==> src/rtl/res_wb_pkg.sv <==
// rtl/res_wb_pkg.sv - shared state enum, default parameters and helpers for the result writeback block
package res_wb_pkg;

  typedef enum logic {
    ST_IDLE  = 1'b0,
    ST_WRITE = 1'b1
  } wb_state_e;

  localparam int unsigned DEF_N      = 4;
  localparam int unsigned DEF_DATA_W = 32;
  localparam int unsigned DEF_ADDR_W = 32;
  localparam int unsigned DEF_DEPTH  = 4;

  // Index width that stays legal when N is 1.
  function automatic int unsigned clog2_min1(input int unsigned v);
    return (v > 1) ? $clog2(v) : 1;
  endfunction

endpackage

==> src/rtl/res_fifo.sv <==
// rtl/res_fifo.sv - power-of-two batch FIFO with registered count; head word visible without a read strobe
module res_fifo
  import res_wb_pkg::*;
#(
  parameter int unsigned DEPTH = DEF_DEPTH,
  parameter int unsigned W     = DEF_N * DEF_DATA_W
) (
  input  logic                     clk,
  input  logic                     rst,
  input  logic                     push_i,
  input  logic                     pop_i,
  input  logic [W-1:0]             data_i,
  output logic [W-1:0]             data_o,
  output logic [$clog2(DEPTH):0]   count_o,
  output logic                     full_o,
  output logic                     empty_o
);

  localparam int unsigned PW = $clog2(DEPTH);
  localparam int unsigned CW = PW + 1;

  logic [W-1:0]  mem_q [DEPTH];
  logic [PW-1:0] wr_ptr_q, rd_ptr_q;
  logic [CW-1:0] count_q, count_d;
  logic          do_push, do_pop;

  assign full_o  = (count_q == CW'(DEPTH));
  assign empty_o = (count_q == '0);
  assign do_push = push_i && !full_o;
  assign do_pop  = pop_i && !empty_o;
  assign data_o  = mem_q[rd_ptr_q];
  assign count_o = count_q;

  always_comb begin
    count_d = count_q;
    case ({do_push, do_pop})
      2'b10:   count_d = count_q + CW'(1);
      2'b01:   count_d = count_q - CW'(1);
      default: count_d = count_q;
    endcase
  end

  always_ff @(posedge clk) begin
    if (rst) begin
      wr_ptr_q <= '0;
      rd_ptr_q <= '0;
      count_q  <= '0;
    end else begin
      if (do_push) wr_ptr_q <= wr_ptr_q + PW'(1);
      if (do_pop)  rd_ptr_q <= rd_ptr_q + PW'(1);
      count_q <= count_d;
    end
  end

  // Storage needs no reset; only the pointers define what is valid.
  always_ff @(posedge clk) begin
    if (do_push) mem_q[wr_ptr_q] <= data_i;
  end

endmodule

==> src/rtl/res_writeback.sv <==
// rtl/res_writeback.sv - streams N-word PE result batches to result memory; RES_RELU_EN zeroes negative words
module res_writeback
  import res_wb_pkg::*;
#(
  parameter int unsigned       N         = DEF_N,
  parameter int unsigned       DATA_W    = DEF_DATA_W,
  parameter int unsigned       ADDR_W    = DEF_ADDR_W,
  parameter logic [ADDR_W-1:0] BASE_ADDR = '0,
  parameter int unsigned       DEPTH     = DEF_DEPTH
) (
  input  logic                clk,
  input  logic                rst,
  input  logic                resValidIn,
  input  logic [N*DATA_W-1:0] resDataIn,
  output logic                resReadyOut,
  output logic                memWrEnOut,
  output logic [ADDR_W-1:0]   memAddrOut,
  output logic [DATA_W-1:0]   memDataOut,
  input  logic                memReadyIn,
  input  logic                flushIn,
  output logic                idleOut,
  output logic [ADDR_W-1:0]   wrCountOut
);

  localparam int unsigned IW = clog2_min1(N);
  localparam int unsigned CW = $clog2(DEPTH) + 1;
  localparam logic [IW-1:0] IDX_LAST = IW'(N - 1);

  wb_state_e           state_q, state_d;
  logic [IW-1:0]       idx_q, idx_d;
  logic [ADDR_W-1:0]   addr_q, addr_d;
  logic [ADDR_W-1:0]   wrcnt_q, wrcnt_d;
  logic [N*DATA_W-1:0] head;
  logic [CW-1:0]       fifo_count;
  logic                fifo_full, fifo_empty;
  logic                push, pop, wr_accept, last_word;
  logic [DATA_W-1:0]   word, out_word;

  res_fifo #(
    .DEPTH (DEPTH),
    .W     (N * DATA_W)
  ) u_fifo (
    .clk     (clk),
    .rst     (rst),
    .push_i  (push),
    .pop_i   (pop),
    .data_i  (resDataIn),
    .data_o  (head),
    .count_o (fifo_count),
    .full_o  (fifo_full),
    .empty_o (fifo_empty)
  );

  // Ready comes from the registered count only, so a full FIFO never passes a batch through.
  assign resReadyOut = !fifo_full;
  assign push        = resValidIn && resReadyOut;
  assign wr_accept   = (state_q == ST_WRITE) && memReadyIn;
  assign last_word   = (idx_q == IDX_LAST);
  assign pop         = wr_accept && last_word;
  assign idleOut     = (state_q == ST_IDLE) && fifo_empty;

  always_comb begin
    state_d = state_q;
    idx_d   = idx_q;
    addr_d  = addr_q;
    wrcnt_d = wrcnt_q;
    case (state_q)
      ST_IDLE: begin
        if (!fifo_empty) state_d = ST_WRITE;
        if (idleOut && flushIn) begin
          addr_d  = BASE_ADDR;
          wrcnt_d = '0;
        end
      end
      ST_WRITE: begin
        if (wr_accept) begin
          addr_d  = addr_q + ADDR_W'(1);
          wrcnt_d = wrcnt_q + ADDR_W'(1);
          idx_d   = last_word ? '0 : idx_q + IW'(1);
          // Leaving on the last word needs this to be the only batch, with nothing arriving now.
          if (last_word && fifo_count == CW'(1) && !push) state_d = ST_IDLE;
        end
      end
      default: state_d = ST_IDLE;
    endcase
  end

  always_ff @(posedge clk) begin
    if (rst) begin
      state_q <= ST_IDLE;
      idx_q   <= '0;
      addr_q  <= BASE_ADDR;
      wrcnt_q <= '0;
    end else begin
      state_q <= state_d;
      idx_q   <= idx_d;
      addr_q  <= addr_d;
      wrcnt_q <= wrcnt_d;
    end
  end

  assign word = head[idx_q*DATA_W +: DATA_W];

  always_comb begin
    out_word = word;
`ifdef RES_RELU_EN
    if (word[DATA_W-1]) out_word = '0;
`else
    out_word = word;
`endif
  end

  assign memWrEnOut = (state_q == ST_WRITE);
  assign memAddrOut = addr_q;
  assign memDataOut = memWrEnOut ? out_word : '0;
  assign wrCountOut = wrcnt_q;

endmodule

==> config.mk <==
export PLATFORM = sky130hd
export DESIGN_NAME = res_writeback
export DESIGN_NICKNAME = d
export VERILOG_FILES = /design/src/rtl/res_wb_pkg.sv /design/src/rtl/res_fifo.sv /design/src/rtl/res_writeback.sv
export SDC_FILE = /design/constraint.sdc
export NUM_CORES = 1
export LEC_CHECK = 0
export CORE_ASPECT_RATIO = 0.9
export CORE_UTILIZATION = 51
export CTS_CLUSTER_SIZE = 25
export DETAILED_ROUTE_END_ITERATION = 8
export PLACE_DENSITY = 0.75
export SLEW_MARGIN = 20
export SYNTH_ARGS = -nofsm -noshare
export SYNTH_HDL_FRONTEND = slang
export SYNTH_SLANG_ARGS = --single-unit
==> constraint.sdc <==
create_clock -name clk -period 5 [get_ports clk]
set_input_delay 1 -clock clk [delete_from_list [all_inputs] [get_ports clk]]
set_output_delay 1 -clock clk [all_outputs]
set_load 0.05 [all_outputs]
==> key figures, run 1 <==
STA
  • Final Slew Violations: 0
  • Max Freq: 220 MHz
  • Hold Violations, Final: 0
  • RSZ-0062 raised after global routing: no
  • Worst slew pin tran: 1020 ps
  • Final worst-path cycle share: 90.7%
  • Final Skew: 17.2 ps
  • Crit path time final: 4540 ps
  • Final setup viols: 0
  • TNS Setup: 0 ps
  • Slew headroom: 31.8%

Critical path
  • Critical path type: reg2out
  • Worst-path fanout max: 34
  • R2r worst-path depth: 5
  • CP required: 4000 ps
  • WP data arrival: 3540 ps
  • Slowest CP cell: clkdlybuf4s50_1
  • Cell family with the largest share of critical-path delay: buffers and inverters
  • Setup crit end kind: output port
  • Worst path cell trace: buf_4 -> nor2b_1 -> nand2_1 -> a32oi_1 -> o211ai_1 -> clkdlybuf4s50_1
  • Crit start category: flip-flop
  • Slowest Stage Delay on Critical Path: 730 ps
  • R2r endpoint: u_fifo.mem_q[2][89]
  • Reg2Reg Launch Point: u_fifo.count_o[0]
  • Reg2Reg Setup Slack: 2150 ps
  • Crit path buf inv count: 2

Routing
  • DR iter-0 viols: 947
  • Routed WL: 50700 um
  • DR vias/cell: 5.92
  • Antenna Violating Nets Remaining: 0
  • Post-DR wirelength/cell: 23.4 um
  • Number of iterations in the first detailed-routing pass: 5
  • Post-route DRC violation count: 0
  • Via count: 12845

Yosys
  • Synth Area in XOR/XNOR: 0.567%
  • Sequential area share after synthesis: 72.9%
  • Mux cell area share after synthesis: 14.6%
  • Yosys warning count: 0
  • Post-synth ARST share: 0%
  • Synth Flop Type: edfxtp_1
  • Synth Area in Adders: 0.648%
  • Simple-gate portion of the synthesized area: 5.20%
  • Number of synthesized flops with an enable pin: 512
  • Largest family of logic cells by synthesized area: multiplexers
  • Synthesized area per cell: 18.3 um^2
  • Flop and latch count out of synthesis: 588
  • Synthesized cell area: 23200 um^2
  • Synth unique cells: 48
  • Cells after Synth: 1264
  • Compound-gate portion of the synthesized area: 4.46%
  • Synthesized Nets: 1409

Global route
  • Initial antenna violation count: 12
  • Vias in the first global route: 12874
  • Pin count of the biggest net entering global routing: 59
  • GRT Overall Usage: 22.2%
  • Total grt overflow: 0
  • First-pass GRT wire length: 76200 um

CTS
  • Htree depth: 2
  • CTS Hold Buffers Added: 0
  • CTS Buf Count: 58
  • Postcts setup bufs: 0
  • CTS resizes: 0
  • CTS max path bufs: 3
  • Clk Latency, worst-skew pair: 610 ps
  • Root Driver: clkbuf_16
  • CTS sink cnt: 588
  • CTS tree: yes
  • Reg clk slew, reported paths: 60 ps

Finish
  • Final #Nets: 1663
  • Share of cells above drive strength 1: 15.0%
  • Post-layout util: 63.2%
  • Layout area overhead: 21.3%

Pwr
  • Switching Share: 22.1%
  • NetSw: 2.31 mW
  • Pwr/cell area: 372 nW/um^2
  • Logic pwr share: 7.8%
  • LEAKAGE: 8.63 nW
  • Peak VDD IR: 324 uV
  • Int Pwr: 8.15 mW
  • Clk network pwr share: 38.6%
  • Flop pwr share: 53.6%

Place
  • Port Buf Inserts: 231
  • HPWL after detailed placement: 32200 um
  • RePlAce Congestion: 0.824

Floorplanning
  • Initial core utilization: 52.1%
  • Total I/O pin count: 232
  • Die Ht: 204 um
  • Die area: 46300 um^2
  • Row cnt: 73
  • Chip width: 227 um
  • Core area: 44500 um^2

Min path
  • Hold path cells: 2
  • Hold path endpoint: memAddrOut[31]
  • HP Start: memAddrOut[31]
  • Min-delay worst type: reg2reg

Outcome
  • Status: finished clean

Run
  • Max Cap Viol: 0
==> placed cells by master, fill, tap and decap left out, types with 21 or more instances in the layout <==
master / n
a21oi_1: 46
buf_4: 24
clkbuf_16: 59
clkdlybuf4s50_1: 231
dfxtp_1: 73
edfxtp_1: 512
mux2i_1: 75
mux4_2: 117
nand2_1: 49
nor2_1: 30
o22ai_1: 21
o31ai_1: 24
or3_1: 24
or4_1: 25
==> synth_stat cells (3+ instances only) <==
master	instances	area share [%]
o2111ai_1	5	0.19
buf_1	12	0.19
and4_1	8	0.30
a211oi_1	5	0.16
nand2_1	49	0.79
xor2_1	9	0.34
inv_1	11	0.18
a221o_1	6	0.26
o31ai_1	24	0.78
nand4_1	19	0.51
or4_1	25	0.81
mux4_2	117	11
or3_1	24	0.65
dfxtp_1	76	6.6
nor2_1	30	0.49
o211ai_1	7	0.23
xnor2_1	6	0.23
buf_2	21	0.45
a21oi_1	46	0.99
ha_1	12	0.65
nor2b_1	3	0.081
and3_1	12	0.32
and2_1	7	0.19
buf_4	3	0.097
edfxtp_1	512	66
clkbuf_1	36	0.58
mux2i_1	75	3.2
nor4_1	8	0.22
nand3_1	19	0.41
nand2b_1	3	0.081
o21ai_0	15	0.32
a22oi_1	8	0.26
o22ai_1	21	0.57
a22o_1	6	0.23
nor3_1	4	0.086
a32oi_1	5	0.19
==> layer usage <==
| metal | track usage (%) | share of wire (%) | vias up | routed length, um |
|---|---|---|---|---|
| met5 | 0 | 0.21 | - | 109 |
| li1 | - | - | 5729 | - |
| met3 | 5.72 | 7.3 | 87 | 3730 |
| met4 | 7.31 | 2.3 | 16 | 1150 |
| met2 | 36.1 | 50 | 413 | 25200 |
| met1 | 29.2 | 40 | 6600 | 20500 |
==> stage by stage <==
stage          instances  setup WS, ps  hold WS [ps]  area, um^2  power [mW]
3_5_place_dp        2058          1100           481       26300        6.53
3_3_place_gp        2058          1150           464       26300        6.51
4_1_cts             2165           412           492       28100        10.6
2_1_floorplan       1264           125           483       23200        6.16
5_1_grt             2167           304           514       28100        10.8
6_report            2168           464           493       28100        10.5
==> power groups by stage <==
stage / Clock [mW] / Combinational, mW / Sequential, mW
floorplan: 0 / 0.434 / 5.73
global placement: 0 / 0.808 / 5.70
detailed placement: 0 / 0.820 / 5.71
CTS: 4.12 / 0.825 / 5.61
global route: 4.30 / 0.867 / 5.62
finish: 4.04 / 0.817 / 5.61
==> kinds of logic after synthesis <==
kind of cell / after synthesis
fa+ha+maj: 12
xor+xnor: 15
mux: 192
buf+inv: 84
flops: 588
compound gates: 156
simple gates: 217
==> final cells by class <==
cell class	instances	area, um^2
sequential	588	16900
fill	3106	16400
timing repair buffer	267	2730
antenna	3	7.51
multi-input combinational	592	5920
clock inverter	31	198
clock buffer	76	1550
inverter	11	41.3
tap	600	751
==> sequential cells by signal, summed over array words and instances (netlist names), named ones only <==
| register | count |
|---|---|
| u_fifo.count_o | 3 |
| idx_q | 2 |
| memAddrOut | 32 |
| u_fifo.rd_ptr_q | 2 |
| wrCountOut | 32 |
| u_fifo.mem_q | 512 |
| memWrEnOut | 1 |
| u_fifo.wr_ptr_q | 2 |
==> worst max path at each step <==
stage,end,startpoint,cells past startpoint
after floorplan,u_fifo.mem_q[1][0],resValidIn,2
after global placement,memDataOut[3],flip-flop,5
after detailed placement,memDataOut[3],flip-flop,5
after CTS,memDataOut[3],flip-flop,5
after global routing,memDataOut[27],flip-flop,6
final,memDataOut[27],flip-flop,6
==> worst register-to-register path, delay by kind of cell (launching register included) <==
| family | cells | cell delay [ps] |
|---|---|---|
| simple gates | 1 | 660 |
| flops | 1 | 390 |
| buf+inv | 2 | 600 |
| compound gates | 1 | 560 |
| fa+ha+maj | 1 | 260 |
Note: power is estimated with default switching activity, not from simulation.
==> run 2, diff against run 1 <==
Settings changed: CORE_MARGIN set to 4.
==> run 2 against run 1 <==
  * Critical endpoint unchanged
  * Sequential power about the same
  * Maximum frequency increased by 0.37%
  * Highest routed layer unchanged
  * Clock-buffer cell count decreased by 8
==> key figures, run 2 (synthesis gave the netlist of run 1 again) <==
STA
  • RSZ-0062 raised after global routing: no
  • Max Freq: 221 MHz (+0.37%)
  • Final Skew: 10.9 ps (-6.31 ps)
  • Crit path time final: 4520 ps (-16.8 ps)
  • Slew headroom: 36.5% (+4.7 points)
  • TNS Setup: 0 ps (unchanged)
  • Final setup viols: 0 (unchanged)
  • Final worst-path cycle share: 90.4% (-0.34 points)
  • Worst slew pin tran: 952 ps (-70.4 ps)
  • Hold Violations, Final: 0 (unchanged)
  • Final Slew Violations: 0 (unchanged)

Floorplanning
  • Total I/O pin count: 232 (unchanged)
  • Initial core utilization: 52.0% (-0.11 points)
  • Die area: 48900 um^2 (+5.7%)
  • Row cnt: 73 (unchanged)
  • Chip width: 233 um (+2.6%)
  • Core area: 44600 um^2 (+0.21%)
  • Die Ht: 210 um (+2.9%)

Critical path
  • Slowest CP cell: clkdlybuf4s50_1
  • Reg2Reg Setup Slack: 2220 ps (+70 ps)
  • Worst path cell trace: buf_12 -> buf_4 -> mux4_2 -> a32oi_1 -> o211ai_1 -> clkdlybuf4s50_1
  • R2r worst-path depth: 5 (unchanged)
  • WP data arrival: 3520 ps (-20 ps)
  • Setup crit end kind: output port
  • Critical path type: reg2out
  • R2r endpoint: u_fifo.mem_q[0][2]
  • Worst-path fanout max: 47 (+38%)
  • Slowest Stage Delay on Critical Path: 730 ps (about the same)
  • Reg2Reg Launch Point: u_fifo.count_o[0]
  • Crit path buf inv count: 3 (+1)
  • CP required: 4000 ps (about the same)
  • Crit start category: flip-flop
  • Cell family with the largest share of critical-path delay: buffers and inverters

Global route
  • Initial antenna violation count: 13 (+1)
  • First-pass GRT wire length: 76700 um (+0.73%)
  • Pin count of the biggest net entering global routing: 56 (-5.1%)
  • GRT Overall Usage: 20.6% (-1.6 points)
  • Total grt overflow: 0 (unchanged)
  • Vias in the first global route: 12884 (+0.078%)

CTS
  • CTS tree: yes
  • Postcts setup bufs: 0 (unchanged)
  • Reg clk slew, reported paths: 60 ps (about the same)
  • Htree depth: 2 (unchanged)
  • CTS sink cnt: 588 (unchanged)
  • Root Driver: clkbuf_16
  • CTS resizes: 0 (unchanged)
  • CTS Buf Count: 57 (-1.7%)
  • CTS Hold Buffers Added: 0 (unchanged)
  • Clk Latency, worst-skew pair: 610 ps (about the same)
  • CTS max path bufs: 3 (unchanged)

Finish
  • Final #Nets: 1658 (-0.30%)
  • Commonest cells after routing, fill and taps aside: edfxtp_1 (512), clkdlybuf4s50_1 (231), mux4_2 (117), mux2i_1 (75), dfxtp_1 (73)
  • Post-layout util: 63.4% (+0.24 points)
  • Max reg flops: 512 (unchanged)
  • Most common cell after layout, fill and taps aside: edfxtp_1
  • Largest Register: u_fifo.mem_q
  • Layout area overhead: 22.1%
  • Share of cells above drive strength 1: 15.5% (+0.48 points)

Pwr
  • Logic pwr share: 7.5% (-0.3 points)
  • NetSw: 2.32 mW (+0.43%)
  • Clk network pwr share: 40.6% (+2.0 points)
  • Pwr/cell area: 382 nW/um^2 (+2.6%)
  • Switching Share: 21.5% (-0.60 points)
  • Int Pwr: 8.48 mW (+4.0%)
  • Peak VDD IR: 323 uV (about the same)
  • LEAKAGE: 8.70 nW (+0.84%)
  • Flop pwr share: 51.9% (-1.7 points)

Min path
  • Hold path cells: 2 (unchanged)
  • HP Start: memAddrOut[31]
  • Min-delay worst type: reg2reg
  • Hold path endpoint: memAddrOut[31]

Routing
  • Post-route DRC violation count: 0 (unchanged)
  • Antenna Violating Nets Remaining: 0 (unchanged)
  • Routed WL: 50500 um (-0.36%)
  • Number of iterations in the first detailed-routing pass: 5 (unchanged)
  • Via count: 12697 (-1.2%)
  • DR vias/cell: 5.85 (-1.3%)
  • DR iter-0 viols: 1015 (+7.2%)
  • Post-DR wirelength/cell: 23.3 um (-0.49%)

Run
  • Max Cap Viol: 0 (unchanged)

Place
  • RePlAce Congestion: 0.802 (-2.6%)
  • HPWL after detailed placement: 32700 um (+1.7%)
  • Port Buf Inserts: 231 (unchanged)

Outcome
  • Status: finished clean
[run 2: cell count changes in the layout (fill, tap and decap cells not counted), sizes merged]
| cell | change |
|---|---|
| clkbuf | -8 |
| bufinv | +7 |
| diode | +6 |
| buf | -4 |
| clkinv | +1 |
| clkinvlp | +1 |
[run 2: power groups by stage]
stage	logic [mW]	clock network, mW	registers (mW)
4_1_cts	0.818	4.49	5.61
5_1_grt	0.862	4.69	5.62
6_report	0.806	4.39	5.61
2_1_floorplan	0.434	0	5.73
3_5_place_dp	0.815	0	5.72
3_3_place_gp	0.801	0	5.70
[run 2: how the worst max path moves through the flow]
stage | startpoint | to | cells after the start
2_1_floorplan | resValidIn | u_fifo.mem_q[1][0] | 2
3_5_place_dp | flip-flop | memDataOut[6] | 5
3_3_place_gp | flip-flop | memDataOut[6] | 5
6_report | flip-flop | memDataOut[27] | 6
5_1_grt | flip-flop | memDataOut[27] | 6
4_1_cts | flip-flop | memDataOut[27] | 6
[run 2: area by class of cell]
class	count	area, um^2
Sequential cell	588	16900
Fill cell	3179	16300
Multi-Input combinational cell	592	5920
Timing Repair Buffer	263	2690
Clock buffer	68	1500
Tap cell	600	751
Clock inverter	40	443
Inverter	11	41.3
Antenna cell	9	22.5
[run 2: metrics by stage]
| step | power, mW | area, um^2 | hold slack, ps | instances | worst slack (ps) |
|---|---|---|---|---|---|
| final | 10.8 | 28300 | 481 | 2171 | 480 |
| after global routing | 11.2 | 28300 | 517 | 2166 | 243 |
| after CTS | 10.9 | 28200 | 482 | 2162 | 407 |
| after detailed placement | 6.53 | 26300 | 473 | 2054 | 1090 |
| after global placement | 6.50 | 26300 | 454 | 2054 | 1090 |
| after floorplan | 6.16 | 23200 | 483 | 1264 | 125 |
[run 2: tightest hold or removal path, cell delays in order (launching register included)]
cell     delay [ps]
dfxtp_1         320
nand2_1          60
mux2i_1          60
[run 2: layer usage]
layer / vias to the layer above / track usage, % / share of wire (%)
li1: 5736 / - / -
met2: 376 / 34.0 / 50
met5: - / 0 / 0.17
met4: 14 / 5.56 / 1.7
met1: 6501 / 27.2 / 40
met3: 70 / 5.61 / 7.7
==> run 3, diff against run 2 <==
==> constraint.sdc (replaced) <==
create_clock -name clk -period 5 [get_ports clk]
set_input_delay 0.75 -clock clk [delete_from_list [all_inputs] [get_ports clk]]
set_output_delay 0.75 -clock clk [all_outputs]
set_load 0.05 [all_outputs]
==> run 3 against run 2 <==
  * Clock-buffer cell count increased by 7
  * Sequential share of layout area increased by 0.67 points
  * Highest routed layer unchanged
  * First-iteration DRC count decreased by 6.0%
  * Cell area decreased by 1.1%
  * Largest power group unchanged
==> key figures, run 3 (synthesis gave the netlist of run 1 again) <==
STA
  • Final setup viols: 0 (unchanged)
  • Final Slew Violations: 0 (unchanged)
  • Worst slew pin tran: 1040 ps (+91.6 ps)
  • Final worst slack: 680 ps (+200 ps)
  • Hold Violations, Final: 0 (unchanged)
  • Slew headroom: 30.3% (-6.3 points)
  • Crit path time final: 4320 ps (-200 ps)
  • Final worst-path cycle share: 86.4% (-4.0 points)
  • RSZ-0062 raised after global routing: no
  • Final Skew: 16.9 ps (+6.05 ps)
  • TNS Setup: 0 ps (unchanged)
  • Max Freq: 231 MHz (+4.6%)

CTS
  • Root Driver: clkbuf_16
  • CTS max path bufs: 3 (unchanged)
  • Htree depth: 2 (unchanged)
  • CTS Hold Buffers Added: 0 (unchanged)
  • Clk Latency, worst-skew pair: 610 ps (about the same)
  • CTS Buf Count: 57 (unchanged)
  • Postcts setup bufs: 0 (unchanged)
  • CTS sink cnt: 588 (unchanged)
  • CTS resizes: 0 (unchanged)
  • Reg clk slew, reported paths: 60 ps (about the same)
  • CTS tree: yes

Place
  • HPWL after detailed placement: 32300 um (-1.3%)
  • Inst Count DP: 2044 (-0.49%)
  • Port Buf Inserts: 231 (unchanged)
  • RePlAce Congestion: 0.804 (+0.21%)
  • Setup WS pre-CTS: 1290 ps (+194 ps)

Floorplanning
  • Core area: 44600 um^2 (unchanged)
  • Row cnt: 73 (unchanged)
  • Initial core utilization: 52.0% (unchanged)
  • Die Ht: 210 um (unchanged)
  • Chip width: 233 um (unchanged)
  • Total I/O pin count: 232 (unchanged)
  • Die area: 48900 um^2 (unchanged)

Routing
  • Routed met2 length: 25000 um (-1.7%)
  • DR iter-0 viols: 954 (-6.0%)
  • Top Layer Used: met5
  • Antenna Violating Nets Remaining: 0 (unchanged)
  • Post-DR wirelength/cell: 23.6 um (+1.4%)
  • Number of iterations in the first detailed-routing pass: 5 (unchanged)
  • Routed WL: 50800 um (+0.52%)
  • DR vias/cell: 5.90 (+0.91%)
  • Post-route DRC violation count: 0 (unchanged)
  • Via count: 12700 (+0.024%)
  • Met1 wire length: 20700 um (+1.9%)
  • Metal3 WL: 3910 um (+0.15%)

Finish
  • Most common cell after layout, fill and taps aside: edfxtp_1
  • Max reg flops: 512 (unchanged)
  • Final #Nets: 1648 (-0.60%)
  • Fin cells: 2152 (-0.88%)
  • Layout area overhead: 20.7%
  • Commonest cells after routing, fill and taps aside: edfxtp_1 (512), clkdlybuf4s50_1 (231), mux4_2 (117), mux2i_1 (75), dfxtp_1 (73)
  • Filler Cell Count: 3188 (+0.28%)
  • Largest Register: u_fifo.mem_q
  • Area taken by multi-input logic gates: 5920 um^2 (unchanged)
  • FF/Latch Area: 16900 um^2 (unchanged)
  • Share of cells above drive strength 1: 14.4% (-1.1 points)

Critical path
  • Critical path type: reg2out
  • WP data arrival: 3570 ps (+50 ps)
  • Worst path cell trace: nand2_1 -> nor2_1 -> a221o_1 -> clkdlybuf4s50_1
  • CP required: 4250 ps (+250 ps)
  • Setup crit end kind: output port
  • Slowest CP cell: clkdlybuf4s50_1
  • Crit start category: flip-flop
  • Worst-path fanout max: 22 (-53%)
  • Slowest Stage Delay on Critical Path: 810 ps (+80 ps)

Global route
  • First-pass GRT wire length: 77800 um (+1.3%)
  • Initial antenna violation count: 18 (+5)
  • GRT Overall Usage: 20.8% (+0.21 points)
  • Vias in the first global route: 12923 (+0.30%)
  • Pin count of the biggest net entering global routing: 64 (+14%)
  • Total grt overflow: 0 (unchanged)

Pwr
  • Peak VDD IR: 262 uV (-19%)
  • Pwr/cell area: 371 nW/um^2 (-3.0%)
  • LEAKAGE: 8.55 nW (-1.7%)

Outcome
  • Status: finished clean

Min path
  • Min-delay worst type: reg2reg

Run
  • Max Cap Viol: 0 (unchanged)
-- run 3: cell types whose count changed in the layout (fill, tap and decap cells not counted), moves of 2 or more --
cell	previous run	this run
buf_4	21	10
bufinv_16	9	1
clkbuf_1	9	15
diode_2	9	5
clkinvlp_4	3	0
inv_6	0	2
-- run 3: area by class of cell --
type                       count  share of cell area [%]
tap                          600                    2.69
clock buffer                  75                    5.53
sequential                   588                    60.5
timing repair buffer         253                    9.40
antenna                        5                  0.0448
clock inverter                28                   0.551
inverter                      11                   0.148
multi-input combinational    592                    21.2
-- run 3: worst paths after layout --
path	from	endpoint	slack, ps	cells past startpoint
worst min register to register	memAddrOut[31]	memAddrOut[31]	480	2
worst max register to register	u_fifo.count_o[0]	u_fifo.mem_q[3][51]	2130	5
worst max-delay path	memWrEnOut	memDataOut[18]	680	4
worst min-delay path	memAddrOut[31]	memAddrOut[31]	480	2
-- run 3: through the flow --
step           total power [mW]  hold slack (ps)  util (%)  instance area (um^2)
6_report                   10.4              480      62.7                 28000
5_1_grt                    10.7              489      62.7                 28000
3_3_place_gp               6.50              460      58.9                 26200
2_1_floorplan              6.16              483         -                 23200
3_5_place_dp               6.53              466      58.9                 26200
4_1_cts                    10.5              475      62.7                 27900
-- run 3: power by group --
part	switching (mW)	internal [mW]	total [mW]
Combinational	0.487	0.318	0.805
Clock	1.74	2.21	3.95
Sequential	0.0509	5.56	5.61
Total	2.27	8.09	10.4
-- run 3: metal layers --
metal	up-vias	GRT usage, %
li1	5712	-
met1	6511	27.4
met5	-	0
met4	24	5.89
met2	356	33.7
met3	97	6.59
-- run 3: critical path: cells and delay by family, from the launching register on --
kind | cells | cell delay (ps)
AOI/OAI and AO/OA | 1 | 260
DFF | 1 | 480
buffers and inverters | 1 | 810
and+or+nand+nor | 2 | 1410
==> RTL change 1, RTL diff (config.mk and constraints of run 1) <==
`DEF_DATA_W`: 32 -> 16.
--- a/src/rtl/res_wb_pkg.sv
+++ b/src/rtl/res_wb_pkg.sv
@@ -9,3 +9,3 @@
   localparam int unsigned DEF_N      = 4;
-  localparam int unsigned DEF_DATA_W = 32;
+  localparam int unsigned DEF_DATA_W = 16;
   localparam int unsigned DEF_ADDR_W = 32;
Interface: changed (resized memDataOut and resDataIn); port bits go from 232 to 152. The function was not compared with the original's and may differ.
==> RTL change 1 against run 1 <==
Sequential cell count down 256; register-to-register slack better by 190 ps; power down 43%; routed wire length down 41%; synthesized cell count down 33%; final area down 41%; combinational power down 44%; synthesized area down 42%; clock skew down 1.1 ps; setup slack better by 310 ps; clock power down 40%; critical endpoint is now memDataOut[6]; largest power group unchanged.
==> RTL change 1: results (changes against run 1) <==
CTS Buf Count=35 (-40%); slowest stage delay, CP=760 ps (+30 ps); Post-synth EDFFs=256 (-50%); drt total wl=29.8 mm (-41%); Final Net Count=1087 (-35%); area delta synth->final=22.4%; drt pass-1 iters=6 (+1); GRT Util Overall=22.2% (about the same); reg-to-reg slack, setup=2340 ps (+190 ps); pin count of the biggest net entering global routing=65 (+10%); first-pass GRT wire length=46.2 mm (-39%); Clock Latency Late Sink=510 ps (-100 ps); number of distinct library cells after synthesis=49 (+2.1%); initial antenna violation count=4 (-8); DPL Wire Length=18.6 mm (-42%); routability cong.=0.830 (+0.80%); vias in the first global route=8225 (-36%); Seq/Total Area, Yosys=68.0% (-5.0 points); max FFs per register=256 (-50%); worst slew pin tran=924 ps (-98.7 ps); critical path data arrival time=3220 ps (-320 ps); Leakage=5.16 nW (-40%); Synth Instances=848 (-33%); Vias/cell=5.93 (about the same); FILL cells=1870 (-40%); WL/cell=21.5 µm (-8.0%); initial drt markers=727 (-23%); CP max FO=29 (-15%); status=finished, final reports clean; worst IR drop on VDD=0.369 mV (+14%); # port buffers=151 (-35%); CP Capture Point=memDataOut[6]
## RTL change 1: cell types whose count changed after synthesis, sizes merged, moves of 7 or more
cell,run 1,this run
a21oi,46,32
mux4,117,64
and3,12,5
o31ai,24,6
mux2i,75,54
buf,37,23
or3,24,38
clkbuf,36,22
or4,25,6
edfxtp,512,256
## RTL change 1: kinds of logic (layout without fill, tap and decap cells)
kind of cell	Yosys count	in the layout	synth area share (%)
other cells	0	4	0
flops	332	332	68.0
fa+ha+maj	12	12	1.11
simple gates	211	211	8.64
mux	118	118	14.6
buf+inv	56	239	1.71
xor+xnor	17	17	1.10
compound gates	102	102	4.81
## RTL change 1: worst min-delay path by stage
stage	endpoint	slack [ps]	cells after the start
6_report	memAddrOut[31]	470	2
5_1_grt	memAddrOut[31]	490	2
4_1_cts	memAddrOut[31]	470	2
3_5_place_dp	memAddrOut[31]	460	2
3_3_place_gp	memAddrOut[31]	450	2
2_1_floorplan	flop	480	2
## RTL change 1: where the power goes
group	total [mW]	internal (mW)	switching (mW)
combinational	0.455	0.177	0.278
clock	2.44	1.41	1.03
sequential	3.12	3.09	0.0316
## RTL change 1: metrics by stage
stage / hold WS, ps / power (mW) / setup WS, ps / utilization (%) / cell area [µm²]
floorplan: 485 / 3.43 / 1630 / - / 13500
global placement: 450 / 3.62 / 1290 / 59.4 / 15500
detailed placement: 463 / 3.63 / 1280 / 59.4 / 15500
CTS: 471 / 6.06 / 703 / 63.6 / 16600
global route: 486 / 6.20 / 602 / 63.6 / 16600
finish: 468 / 6.01 / 778 / 63.6 / 16600
## RTL change 1: layout make-up
class	instances	share of cell area [%]
antenna	4	0.0604
clock buffer	44	5.73
clock inverter	18	0.807
inverter	11	0.249
multi-input combinational	460	24.8
sequential	332	55.6
tap	348	2.63
timing repair buffer	166	10.2
## RTL change 1: routing by layer
layer / vias up / GRT usage (%) / routed length (µm)
met5: - / 0 / 0
met4: 0 / 6.73 / 563
met3: 39 / 5.15 / 2290
met2: 315 / 36.3 / 14600
met1: 4129 / 29.6 / 12400
li1: 3714 / - / -
## RTL change 1: tightest hold or removal path: cells and delay by family (launching register included)
| kind | cells | cell delay, ps |
|---|---|---|
| DFF | 1 | 310 |
| muxes | 1 | 50 |
| and+or+nand+nor | 1 | 50 |
==> RTL change 2, RTL diff (flow settings as in run 1) <==
Made on the original files. Put one more register stage on the output `wrCountOut`, cleared by the reset. The value now appears one clock later. The other outputs are not delayed to match.
--- a/src/rtl/res_writeback.sv
+++ b/src/rtl/res_writeback.sv
@@ -115,3 +115,9 @@
   assign memDataOut = memWrEnOut ? out_word : '0;
-  assign wrCountOut = wrcnt_q;
+  always_ff @(posedge clk) begin
+    if (rst) begin
+      wrCountOut <= '0;
+    end else begin
+      wrCountOut <= wrcnt_q;
+    end
+  end
 
Formal check against the unedited RTL: not equivalent (Yosys sat finds a counterexample within 4 cycles, from zero or initial values and one cycle with rst high).
==> RTL change 2 against run 1 <==
Die area up 2.4%; final area rose by 2.8%; sequential cell count rose by 32; routed wire length shrank 4.2%; setup slack better by 12 ps; non-clock buffer count is 4 lower; via count down 2.6%; synthesized area is 2.4% higher; clock power rose by 12%; power up 6.7%; critical path type unchanged; largest cell class unchanged.
==> RTL change 2: results (changes against run 1) <==
multi-input combinational area share=20.4% (-0.66 points); cell-internal power=8.73 mW (+7.1%); FF+latch count=620 (+5.4%); Final Skew=44.7 ps (+27.5 ps); synth top area cells=edfxtp_1 65%, mux4_2 11%, dfxtp_1 9.1%; Setup violations, final=0 (unchanged); cell depth of the worst setup path=5 (-1); multi-input combinational cell count=594 (+0.34%); met1 usage=28.2% (-0.91 points); Commonest cells post-synth=512 x edfxtp_1, 120 x mux4_2, 108 x dfxtp_1; WHS=489 ps (-4.93 ps); Seq/Total Area, Yosys=73.9% (+1.0 points); register area=0.0175 mm² (+3.8%); CP max FO=37 (+8.8%); number of distinct library cells after synthesis=45 (-6.3%); R2R depth=7 (+2); syn nets=1435 (+1.8%); ys async rst share=0% (unchanged); Plain + repair buffers=263 (-1.5%); H-tree Lvls=2 (unchanged); worst IR drop on VDD=0.390 mV (+20%); FILL cells=3145 (+1.3%); vias in the first global route=12700 (-1.4%); slowest stage delay, CP=750 ps (+20 ps); reg2reg end=wrcnt_q[24]; met2 global-route usage=33.4% (-2.7 points); Vias/cell=5.66 (-4.5%); CP Capture Point=memDataOut[3]; DPL Wire Length=30.1 mm (-6.4%); Final clock-cell share=6.91% (+0.69 points); Clock Latency Late Sink=640 ps (+30 ps); initial drt markers=982 (+3.7%); Final Net Count=1695 (+1.9%); Non-clock buffer share=9.14% (-0.58 points); worst slew pin tran=851 ps (-171 ps); drt total wl=48.6 mm (-4.2%); reg-to-reg slack, setup=2400 ps (+250 ps); met3 Use GR=4.85% (-0.87 points); first-pass GRT wire length=73.7 mm (-3.2%); Leakage=9.41 nW (+9.1%); CTS Buf Count=60 (+3.4%); pin count of the biggest net entering global routing=77 (+31%); Post-synth EDFFs=512 (unchanged); critical path data arrival time=3520 ps (-20 ps); initial antenna violation count=10 (-2); status=finished, final reports clean; GRT Util Overall=20.6% (-1.5 points); clock buffer depth=3 (unchanged); Most flops, register=u_fifo.mem_q; share of layout cells above drive strength 1=16.0% (+0.98 points)
RTL change 2: cell count changes in the layout (fill, tap and decap cells not counted), moves of 20 or more:
cell and change:
nor2b_1 +30, o31ai_1 -23, or3_1 -20, a21oi_1 -28, or4_1 -24, dfxtp_1 +33
nor2_1 +48, nand2_1 -20, xor2_1 +33
RTL change 2: tightest hold or removal path, cell delays in order (launching register included):
cell and delay (ps):
dfxtp_1 320, o31ai_1 60, a21oi_1 60
RTL change 2: metal layers:
| metal | wire, µm | share of wire (%) | vias to the layer above |
|---|---|---|---|
| li1 | - | - | 5651 |
| met1 | 20800 | 43 | 6388 |
| met2 | 23500 | 48 | 365 |
| met3 | 3090 | 6.4 | 89 |
| met4 | 1070 | 2.2 | 12 |
| met5 | 72 | 0.15 | - |
RTL change 2: per-stage QoR:
stage | instances | worst slack (ps) | utilization (%) | area [µm²]
floorplan | 1290 | 332 | - | 23700
global placement | 2096 | 1100 | 58.9 | 26900
detailed placement | 2096 | 1050 | 58.9 | 26900
CTS | 2208 | 343 | 63.3 | 28900
global route | 2209 | 250 | 63.3 | 28900
finish | 2211 | 476 | 63.3 | 28900
RTL change 2: power by group through the flow:
stage	logic, mW	clock network (mW)	registers [mW]
after floorplan	0.426	0	5.99
after global placement	0.786	0	5.96
after detailed placement	0.796	0	5.97
after CTS	0.801	4.59	5.86
after global routing	0.843	4.79	5.88
final	0.789	4.52	5.86
RTL change 2: cell families (layout without fill, tap and decap cells):
family,count (synthesis),after routing,share of synthesized area (%)
buf+inv,76,386,1.31
compound gates,84,84,2.23
flops,620,620,73.9
mux,185,185,14.2
simple gates,254,254,5.53
fa+ha+maj,12,12,0.633
other cells,0,3,0
xor+xnor,59,59,2.18
